File: src/rtl/ecc_pkg.sv
// Shared field-arithmetic definitions for the modular multiplier and the inverse block.
// Holds the default field width, the reduction datapath width and the sequencer state encoding.
package ecc_pkg;

    localparam int FIELD_W = 8;
    // A doubled or summed residue of a value < p needs one extra bit before reduction.
    localparam int ACC_W   = FIELD_W + 1;

    typedef enum logic [1:0] {
        ST_IDLE = 2'd0,
        ST_RUN  = 2'd1,
        ST_DONE = 2'd2
    } state_t;

endpackage

File: src/rtl/mod_dbl_add.sv
// One MSB-first interleaved step: acc_next = (2*acc + mul_bit*a) mod p.
// acc and a are below p, so each conditional subtraction removes at most one p.
module mod_dbl_add
    import ecc_pkg::*;
#(
    parameter int W = FIELD_W
) (
    input  logic [W-1:0] acc,
    input  logic [W-1:0] a,
    input  logic [W-1:0] p,
    input  logic         mul_bit,
    output logic [W-1:0] acc_next
);

    logic [W:0] pw;
    logic [W:0] dbl;
    logic [W:0] t;
    logic [W:0] u;

    assign pw  = {1'b0, p};
    assign dbl = {acc, 1'b0};
    assign t   = (dbl >= pw) ? (dbl - pw) : dbl;
    assign u   = t + {1'b0, a};

    // t is already reduced below p, so its top bit is always clear after reduction.
    assign acc_next = mul_bit ? W'((u >= pw) ? (u - pw) : u) : W'(t);

endmodule

File: src/rtl/mod_mul.sv
// Sequential modular multiplier: result = (a*b) mod p, one multiplier bit per clock, MSB first.
// Constant time: always W steps in RUN regardless of operand values.
module mod_mul
    import ecc_pkg::*;
#(
    parameter int W = FIELD_W
) (
    input  logic         clk,
    input  logic         rst,
    input  logic         start,
    input  logic [W-1:0] a,
    input  logic [W-1:0] b,
    input  logic [W-1:0] p,
    output logic         busy,
    output logic         done,
    output logic         err,
    output logic [W-1:0] result
);

    localparam int IW = (W > 1) ? $clog2(W) : 1;

    // Handshake: start is only sampled while idle (busy low); a/b/p are captured on that
    // edge. done pulses for exactly one cycle with result/err valid; both hold afterwards.
    state_t         state;
    logic [W-1:0]   a_q;
    logic [W-1:0]   b_q;
    logic [W-1:0]   p_q;
    logic [W-1:0]   acc;
    logic [IW-1:0]  idx;
    logic           err_q;
    logic [W-1:0]   acc_next;
    logic           bad_op;

    assign bad_op = (a >= p) || (b >= p) || (p < W'(3)) || !p[0];

    mod_dbl_add #(.W(W)) u_step (
        .acc      (acc),
        .a        (a_q),
        .p        (p_q),
        .mul_bit  (b_q[idx]),
        .acc_next (acc_next)
    );

    always_ff @(posedge clk or posedge rst) begin
        if (rst) begin
            state  <= ST_IDLE;
            busy   <= 1'b0;
            done   <= 1'b0;
            err    <= 1'b0;
            result <= '0;
            a_q    <= '0;
            b_q    <= '0;
            p_q    <= '0;
            acc    <= '0;
            idx    <= '0;
            err_q  <= 1'b0;
        end else begin
            done <= 1'b0;
            case (state)
                ST_IDLE: begin
                    if (start) begin
                        a_q   <= a;
                        b_q   <= b;
                        p_q   <= p;
                        acc   <= '0;
                        idx   <= IW'(W - 1);
                        err_q <= bad_op;
                        busy  <= 1'b1;
                        state <= bad_op ? ST_DONE : ST_RUN;
                    end
                end
                ST_RUN: begin
                    acc <= acc_next;
                    idx <= idx - 1'b1;
                    if (idx == '0) begin
                        state <= ST_DONE;
                    end
                end
                ST_DONE: begin
                    result <= err_q ? '0 : acc;
                    err    <= err_q;
                    done   <= 1'b1;
                    busy   <= 1'b0;
                    state  <= ST_IDLE;
                end
                default: begin
                    busy  <= 1'b0;
                    state <= ST_IDLE;
                end
            endcase
        end
    end

endmodule

File: config.mk
export PLATFORM = sky130hd
export DESIGN_NAME = mod_mul
export DESIGN_NICKNAME = d
export VERILOG_FILES = /design/src/rtl/ecc_pkg.sv /design/src/rtl/mod_dbl_add.sv /design/src/rtl/mod_mul.sv
export SDC_FILE = /design/constraint.sdc
export NUM_CORES = 1
export LEC_CHECK = 0
export BUFFER_PORTS_ARGS = -buffer_cell sky130_fd_sc_hd__buf_4
export CAP_MARGIN = 10
export CORE_ASPECT_RATIO = 1.5
export CORE_MARGIN = 2
export CORE_UTILIZATION = 45
export CTS_CLUSTER_SIZE = 8
export DETAILED_ROUTE_END_ITERATION = 10
export GPL_TIMING_DRIVEN = 1
export PLACE_DENSITY_LB_ADDON = 0.12
export SYNTH_ARGS = -nofsm -noshare
export SYNTH_HDL_FRONTEND = slang
export SYNTH_SLANG_ARGS = --single-unit
File: constraint.sdc
create_clock -name clk -period 4.7 [get_ports clk]
set_input_delay 0.705 -clock clk [delete_from_list [all_inputs] [get_ports clk]]
set_output_delay 0.705 -clock clk [all_outputs]
set_load 0.01 [all_outputs]
Yosys cells after proc, flatten, opt, wreduce, memory -nomap -nowiden
Cells that the tools add are included.

Memories kept: 0. Word-level logic and storage cells: 54. Input bits: 27. Output and inout bits: 11. Register bits: 49. Bits in writable memories: 0. Latch bits: 0. ROM bits: 0.

Mux-type cells: 17. $add $sub $neg: 4. Equality and inequality tests: 4. Div/mod/pow operators: 0. Shift-type cells: 0. $mul: 0. $lt $le $gt $ge: 6. Reduce and logical (&&, ||, !) cells: 11. Bitwise gates (word level): 1.

Operators with widths (count): $mux W8 (4); $ge A9 B8 Y1 (2); $ge A8 B8 Y1 (2); $pmux W8 S2 (1); $add A9 B8 Y9 (1); $mux W9 (1); $sub A9 B8 Y9 (1); $lt A8 B2 Y1 const B (1); $reduce_and A2 Y1 (4); $sub A8 B8 Y8 (1); $mux W2 (3); $pmux W3 S2 (1); $lt A3 B4 Y1 const B (1); $ne A2 B2 Y1 const B (2); $pmux W2 S2 (1); $bmux W1 S3 (1); $logic_not A3 Y1 (1); $logic_or A1 B1 Y1 (3); $mux W1 (3); $mux W3 (1); $sub A3 B1 Y3 const B (1); $eq A2 B1 Y1 const B (1); $eq A2 B2 Y1 const B (1); $logic_not A2 Y1 (1); 4 further kinds (4).

Longest topological paths before layout
Gate-level depths: netlist (run 1).

Word-level depth: 7. Gate-level depth with buffers: 23. Mapped depth without buffers: 23.

By module
From an unflattened synthesis (run 1), not the netlist that was laid out.

Cells, all modules: 375. Area total of the unflattened synthesis: 3681.0 um^2.

By module, submodules not included: mod_mul (cells an instance 188, instances 1, area an instance 2344.7 um^2, sequential area each 1226.2 um^2); mod_dbl_add (cells an instance 187, instances 1, area an instance 1336.3 um^2, sequential area each 0.0 um^2).

Worst setup path after synthesis (run 1)
No wires, ideal clock.

Path type: register to register. Start: register acc[1]. End: register acc[1]. Cell stages (with the launch flop): 20. Arrival: 4258 ps. Clock period less this slack: 4393 ps. Setup slack: 307 ps. Buffers on the path: 0. Setup time: 134 ps. Data required time: 4566 ps. Path through: dfrtp_1 > ha_1 > o21ai_1 > a21oi_2 > o2111ai_2 > nand2_2 > mux2_2 > ha_1 > a211oi_1 > nor2_1 > o21a_1 > nor2_1 > xnor2_1 > ha_1 > o21a_1 > nor2_1 > o31ai_1 > nor2_1 > a21boi_0 > o21ai_1.

Word-level cells in the longest chain between the ends: 7. Elaborated cells between the ends (all ways): 9. Those cells by class: add/sub (3); order compare (2); mux (4).

Ends and longest elaborated chain: start: declaration (RTL line mod_mul.sv:28) `logic [W-1:0] acc;`; start signal: assignment (RTL line mod_mul.sv:73) `acc <= acc_next;`; $sub A9 B8 Y9 / $ge A9 B8 Y1 (equally long branches) (RTL line mod_dbl_add.sv:22) `assign t = (dbl >= pw) ? (dbl - pw) : dbl;`; $mux W9 * (RTL line mod_dbl_add.sv:22); $add A9 B8 Y9 (RTL line mod_dbl_add.sv:23) `assign u = t + {1'b0, a};`; $ge A9 B8 Y1 / $sub A8 B8 Y8 (equally long branches) (RTL line mod_dbl_add.sv:26) `assign acc_next = mul_bit ? W'((u >= pw) ? (u - pw) : u) : W'(t);`; $mux W8 (RTL line mod_dbl_add.sv:26); $mux W8 * (RTL line mod_dbl_add.sv:26); $pmux W8 S2 * (RTL line mod_mul.sv:59) `case (state)`.

Mark *: on every way between the ends. The rest lies on a longest branch, timed or not. A chain may end at the register's enable or synchronous reset.

Worst setup path after layout (run 1)
Start: register acc[1]. End: register acc[2].

Word-level cells in the longest chain between the ends: 7. Elaborated cells between the ends (all ways): 9. Those cells by class: add/sub (3); order compare (2); mux (4).

Ends and longest elaborated chain (RTL line): $sub A9 B8 Y9 / $ge A9 B8 Y1 (equally long branches) (mod_dbl_add.sv:22); $mux W9 * (mod_dbl_add.sv:22); $add A9 B8 Y9 (mod_dbl_add.sv:23); $sub A8 B8 Y8 / $ge A9 B8 Y1 (equally long branches) (mod_dbl_add.sv:26); $mux W8 (mod_dbl_add.sv:26); $mux W8 * (mod_dbl_add.sv:26); $pmux W8 S2 * (mod_mul.sv:59).

Marks and branches as above.

==> summary.md, run 1 <==
| Metric | Value |
|---|---|
| Outcome | `completed` |
| Post-synth EDFFs | `0` |
| CTS Buf Count | `5` |
| Row count | `40` |
| Actual slew at the worst max-slew pin | `1.03 ns` |
| Core region area | `0.00806 mm^2` |
| Slew HR | `31.4%` |
| DR vias | `3140` |
| Warnings from Yosys | `0` |
| Clock buffer depth | `2` |
| Syn Inst Count | `405` |
| Largest net degree at the start of global routing | `50` |
| Combinational family with the most area after synthesis | `compound AO/OA/AOI/OAI gates` |
| Slew Viols, Final | `0` |
| Cell count of the worst reg-to-reg path | `19` |
| First-pass GRT wire length | `15.8 mm` |
| Final nets | `530` |
| Total track usage | `22.2%` |
| TritonCTS clock tree | `done` |
| Total of fill cells in the finished design | `756` |
| Vias in the first global route | `3200` |
| Ratio of cells with drive above 1 in the final layout | `26.4%` |
| Adder-cell share of the synthesized area | `15.8%` |
| Die height | `116 um` |
| DR pass1 iterations | `4` |
| Crit Reg-Reg Endpoint | `acc[2]` |
| Leading cell types in the layout, fill and taps excluded | `buf_4, dfrtp_1, ha_1` |
| Hold Path Origin | `result[0]` |
| DP Area | `0.00422 mm^2` |
| HP Class | `reg2reg` |
| Worst Setup Start Kind | `register` |
| Final setup violating endpoints | `0` |
| Grt ovf | `0` |
| Synth cell types | `62` |
| Commonest non-fill, non-tap cell in the layout | `buf_4` |
| Effective utilization at floorplan | `46.8%` |
| Crit path capture type | `register` |
| DRT Wirelength | `9.42 mm` |
| Initial antenna violation count | `0` |
| Syn_nets | `478` |
| CP cell instances | `ha_2 > o21ai_2 > a21oi_4 > o2111ai_4 > buf_4 > a21oi_2 > ha_1 > inv_1 > fa_2 > inv_1 > ha_1 > nor2b_1 > o31a_2 > nor4_2 > o31ai_4 > buf_4 > a21oi_1 > o21ai_0 > a211oi_2` |
| Buffers on Ports | `37` |
| Max-cap viol count | `0` |
| Mapped cell area | `0.00377 mm^2` |
| CP Class | `reg2reg` |
| Max Clk Rate | `224 MHz` |
| Final Cell Area | `0.00452 mm^2` |
| # IOs | `38` |
| DRT antenna net count | `0` |
| Main synth FF type | `dfrtp_1` |
| XOR/XNOR Fraction of Synth Area | `2.75%` |
| Arr. time, crit path | `4.68 ns` |
| CTS clk-pin slew, worst paths | `0.07 ns` |
| Number of cells on the worst hold path | `2` |
| Crit path max-delay family | `adder cells` |
| Seq/Total Area, Yosys | `32.5%` |
| Vias per cell | `5.58` |
| Flop-to-flop setup slack | `0.23 ns` |
| Synthesis-stage register bit count | `49` |
| H-tree depth | `2` |
| Sink Count | `49` |
| Buf/Inv on CP | `4` |
| Synth Area in Simple Gates | `15.9%` |
| Die Wd | `78.8 um` |
| Skew final | `0.00624 ns` |
| GPL Wtd Cong | `0.953` |
| Fraction of registers with async set/reset | `100%` |
| Hold-fix buffers, CTS | `0` |
| DIE AREA | `0.00915 mm^2` |
| Detailed placement HPWL | `7.61 mm` |
| Drt drc | `0` |
| Stages on the worst setup path | `19` |
| Final Hold Viols | `0` |
| Final worst-path cycle share | `95.0%` |
| CTS Root Cell | `clkbuf_16` |
| N_diodes | `0` |
| CP peak stage delay | `0.57 ns` |
| Highest-delay cell along the critical path | `fa_2` |
| Min cycle time layout | `4.47 ns` |
| Worst EP required | `4.91 ns` |
| Syn_area_per_cell | `9.32 um^2` |
| Reg2Reg Launch Point | `acc[1]` |
| Starting DRT DRC Count | `110` |
| Post-synthesis mux area share | `8.68%` |
| WL/cell | `16.7 um` |
| Crit path max fanout | `6` |
| Hold Path End | `result[0]` |
| Worst-skew pair later-pin latency | `0.30 ns` |
| Area Growth Syn to Fin | `19.7%` |
| Compound-Gate Fraction of Synth Area | `19.7%` |
[registers in the layout (all words and copies together) (netlist names)]
| name | flops |
|---|---|
| b_q | 8 |
| idx | 3 |
| acc | 8 |
| result | 8 |
| done | 1 |
| busy | 1 |
| a_q | 8 |
| err_q | 1 |
| state | 2 |
| p_q | 8 |
| err | 1 |
[cells in the mapped netlist (3+ instances only)]
cell type / n / area (um^2)
a211oi_1: 4 / 30.0
a21o_1: 8 / 60.1
a21oi_1: 22 / 110
a22oi_1: 4 / 30.0
clkbuf_1: 5 / 18.8
dfrtp_1: 49 / 1230
fa_1: 3 / 60.1
ha_1: 43 / 538
inv_1: 33 / 124
mux2_2: 22 / 248
nand2_1: 30 / 113
nand2b_1: 20 / 125
nand3_1: 10 / 50.1
nand4_1: 3 / 18.8
nor2_1: 25 / 93.8
nor2b_1: 5 / 31.3
nor3_1: 9 / 45.0
o211ai_1: 6 / 45.0
o21a_1: 4 / 30.0
o21ai_0: 34 / 170
o21ai_1: 3 / 15.0
o21bai_1: 4 / 30.0
xnor2_1: 9 / 78.8
[stage by stage]
stage          util, %  setup slack [ns]  hold WS [ns]  setup TNS (ns)  instances
2_1_floorplan        -             0.307         0.475               0        405
3_3_place_gp      52.3             0.183         0.464               0        549
3_5_place_dp      52.3            0.0490         0.472               0        549
4_1_cts           54.2            0.0317         0.488               0        557
5_1_grt           56.1           -0.0580         0.510          -0.125        563
6_report          56.1             0.234         0.480               0        563
[cell families (layout without fill, tap and decap cells)]
logic type                 Yosys count  count (layout)
AOI/OAI and AO/OA                  112             112
xor gates and xnor gates            11              11
adders and majority gates           46              46
buffers and inverters               42              95
DFF                                 49              49
muxes                               27              27
and+or+nand+nor                    118             118
[worst register-to-register path: cells and delay by family, from the launching register on]
family	cells	cell delay [ns]
flops	1	0.41
buf+inv	4	0.49
fa+ha+maj	4	1.52
simple gates	2	0.52
compound gates	9	1.44
[area by class of cell]
class                           count  area (um^2)  area share (%)
Multi-Input combinational cell    314         2480            54.9
Sequential cell                    49         1230            27.1
Inverter                           33          124            2.74
Timing Repair Buffer               54          405            8.98
Clock buffer                        5          125            2.77
Clock inverter                      3         26.3           0.582
Tap cell                          105          131            2.91
[per-layer routing]
metal  share of wire (%)  vias to the layer above  wire (um)  GRT usage, %
met2                  52                       82       4910          40.5
met3                 3.9                       21        369          2.47
met4                 5.2                        0        489          13.3
met1                  39                     1478       3660          24.7
met5                   0                        -          0             0
li1                    -                     1559          -             -
[what timing repair did]
item / 4_1_cts / 5_1_grt
setup endpoints to repair: 0 / 8
resized for setup: 0 / 25
buffers inserted: 0 / 6
[worst max-delay path by stage]
stage / start / endpoint / slack (ns)
after detailed placement: acc[1] / acc[0] / 0.05
after global placement: acc[1] / acc[0] / 0.18
after global routing: p_q[1] / acc[2] / -0.06
final: acc[1] / acc[2] / 0.23
after CTS: acc[1] / acc[0] / 0.03
after floorplan: acc[1] / acc[1] / 0.31
Power of run 1 is left out: the tool's default activity adds up to more than one toggle a clock period on the data nets, which glitch-free logic cannot reach.
==> run 2, diff against run 1 <==
Clock period 4.7 ns to 5.5 ns, I/O delays scaled along.
==> summary.md, run 2 (synthesis gave the netlist of run 1 again) <==
| Metric | Value |
|---|---|
| Arr. time, crit path | `5.09 ns (was 4.68 ns)` |
| WL/cell | `17.9 um (was 16.7 um)` |
| Skew final | `0.00591 ns (was 0.00624 ns)` |
| CTS Buf Count | `5 (unchanged)` |
| Die Wd | `78.8 um (unchanged)` |
| DRT antenna net count | `0 (unchanged)` |
| Post-CTS Setup Bufs | `0 (unchanged)` |
| Buf/Inv on CP | `1 (was 4)` |
| DR vias | `3158 (was 3140)` |
| DRT Wirelength | `9.83 mm (was 9.42 mm)` |
| Final WS setup | `0.638 ns (was 0.234 ns)` |
| # IOs | `38 (unchanged)` |
| Clock buffer depth | `2 (unchanged)` |
| HP Class | `reg2reg (unchanged)` |
| CP Class | `reg2reg (unchanged)` |
| Actual slew at the worst max-slew pin | `1.04 ns (was 1.03 ns)` |
| Worst-skew pair later-pin latency | `0.30 ns (about the same)` |
| First-pass GRT wire length | `16.5 mm (was 15.8 mm)` |
| Unrepaired setup endpoints after global routing | `false` |
| Final worst-path cycle share | `88.4% (was 95.0%)` |
| Core region area | `0.00806 mm^2 (unchanged)` |
| Most frequent CP cell | `nor2_1` |
| Die height | `116 um (unchanged)` |
| DR pass1 iterations | `5 (was 4)` |
| Row count | `40 (unchanged)` |
| CTS clk-pin slew, worst paths | `0.07 ns (about the same)` |
| Final setup violating endpoints | `0 (unchanged)` |
| Slew HR | `30.7% (was 31.4%)` |
| Post-CTS resize count | `0 (unchanged)` |
| Effective utilization at floorplan | `46.8% (unchanged)` |
| Slew Viols, Final | `0 (unchanged)` |
| Worst EP required | `5.73 ns (was 4.91 ns)` |
| Area Growth Syn to Fin | `13.9% (was 19.7%)` |
| Sink Count | `49 (unchanged)` |
| Grt ovf | `0 (unchanged)` |
| TritonCTS clock tree | `done (unchanged)` |
| DIE AREA | `0.00915 mm^2 (unchanged)` |
| Max-cap viol count | `0 (unchanged)` |
| Largest net degree at the start of global routing | `50 (unchanged)` |
| Final nets | `515 (was 530)` |
| Ratio of cells with drive above 1 in the final layout | `20.1% (was 26.4%)` |
| Vias per cell | `5.76 (was 5.58)` |
| Highest-delay cell along the critical path | `dfrtp_1 (was fa_2)` |
| Buffers on Ports | `37 (unchanged)` |
| Starting DRT DRC Count | `156 (was 110)` |
| N_diodes | `0 (unchanged)` |
| Final Hold Viols | `0 (unchanged)` |
| Setup TNS | `0 ns (unchanged)` |
| CP peak stage delay | `0.43 ns (was 0.57 ns)` |
| Pre-CTS setup slack | `0.741 ns (was 0.0490 ns)` |
| Initial antenna violation count | `0 (unchanged)` |
| CTS Root Cell | `clkbuf_16 (unchanged)` |
| Max Clk Rate | `206 MHz (was 224 MHz)` |
| Crit path max-delay family | `compound AO/OA/AOI/OAI gates (was adder cells)` |
| Crit path max fanout | `9 (was 6)` |
| H-tree depth | `2 (unchanged)` |
| Total track usage | `23.5% (was 22.2%)` |
| Crit path capture type | `register (unchanged)` |
| GPL Wtd Cong | `0.885 (was 0.953)` |
| Commonest non-fill, non-tap cell in the layout | `dfrtp_1 (was buf_4)` |
| Worst Setup Start Kind | `register (unchanged)` |
| Outcome | `completed (unchanged)` |
| Leading cell types in the layout, fill and taps excluded | `dfrtp_1, ha_1, buf_4 (was buf_4, dfrtp_1, ha_1)` |
| Hold-fix buffers, CTS | `0 (unchanged)` |
| Vias in the first global route | `3287 (was 3200)` |
| Drt drc | `0 (unchanged)` |
| Detailed placement HPWL | `7.87 mm (was 7.61 mm)` |
| CP cell instances | `ha_1 > o21ai_1 > a21oi_2 > o2111ai_2 > nand2_2 > mux2_2 > ha_1 > a211oi_1 > nor2_1 > o21a_1 > nor2_1 > xnor2_1 > ha_1 > o21a_1 > nor2_1 > o31ai_1 > buf_4 > nor2_1 > nand3_1 > nand3_1 (was ha_2 > o21ai_2 > a21oi_4 > o2111ai_4 > buf_4 > a21oi_2 > ha_1 > inv_1 > fa_2 > inv_1 > ha_1 > nor2b_1 > o31a_2 > nor4_2 > o31ai_4 > buf_4 > a21oi_1 > o21ai_0 > a211oi_2)` |
| Min cycle time layout | `4.86 ns (was 4.47 ns)` |
## run 2: path summary, 6_finish.rpt
kind	from	to	slack, ns	cells after the start
worst max-delay path	acc[1]	acc[6]	0.64	20
worst min-delay path	result[3]	result[3]	0.48	2
worst max register to register	acc[1]	acc[6]	0.64	20
worst min register to register	result[3]	result[3]	0.48	2
max in group asynchronous	rst	a_q[7]	4.08	2
min in group asynchronous	rst	done	0.78	2
## run 2: layer usage
layer / vias to the layer above / share of wire, % / global-route usage (%)
li1: 1529 / - / -
met1: 1512 / 39 / 27.0
met2: 88 / 51 / 41.4
met3: 29 / 3.4 / 3.55
met4: 0 / 5.7 / 13.5
met5: - / 0 / 0
## run 2: cell type report
type                            count  area [um^2]
Timing Repair Buffer               39          293
Clock buffer                        5          125
Sequential cell                    49         1230
Multi-Input combinational cell    314         2370
Inverter                           33          124
Tap cell                          105          131
Fill cell                         753         3760
Clock inverter                      3         25.0
## run 2: worst register-to-register path: cells and delay by family, from the launching register on
family,cells,cell delay (ns)
multiplexers,1,0.41
adder cells (fa/ha/maj),3,1.09
buffers and inverters,1,0.17
AO/OA/AOI/OAI,7,1.24
flip-flops,1,0.43
XOR/XNOR,1,0.20
AND/OR/NAND/NOR,7,1.25
## run 2: stage by stage
step	instance area, um^2	cells	hold WS [ns]	util (%)
final	4300	548	0.481	53.4
after global routing	4300	548	0.512	53.4
after CTS	4300	548	0.488	53.4
after detailed placement	4150	540	0.471	51.5
after global placement	4150	540	0.465	51.5
after floorplan	3770	405	0.475	-
Power of run 2 is left out for the same reason.
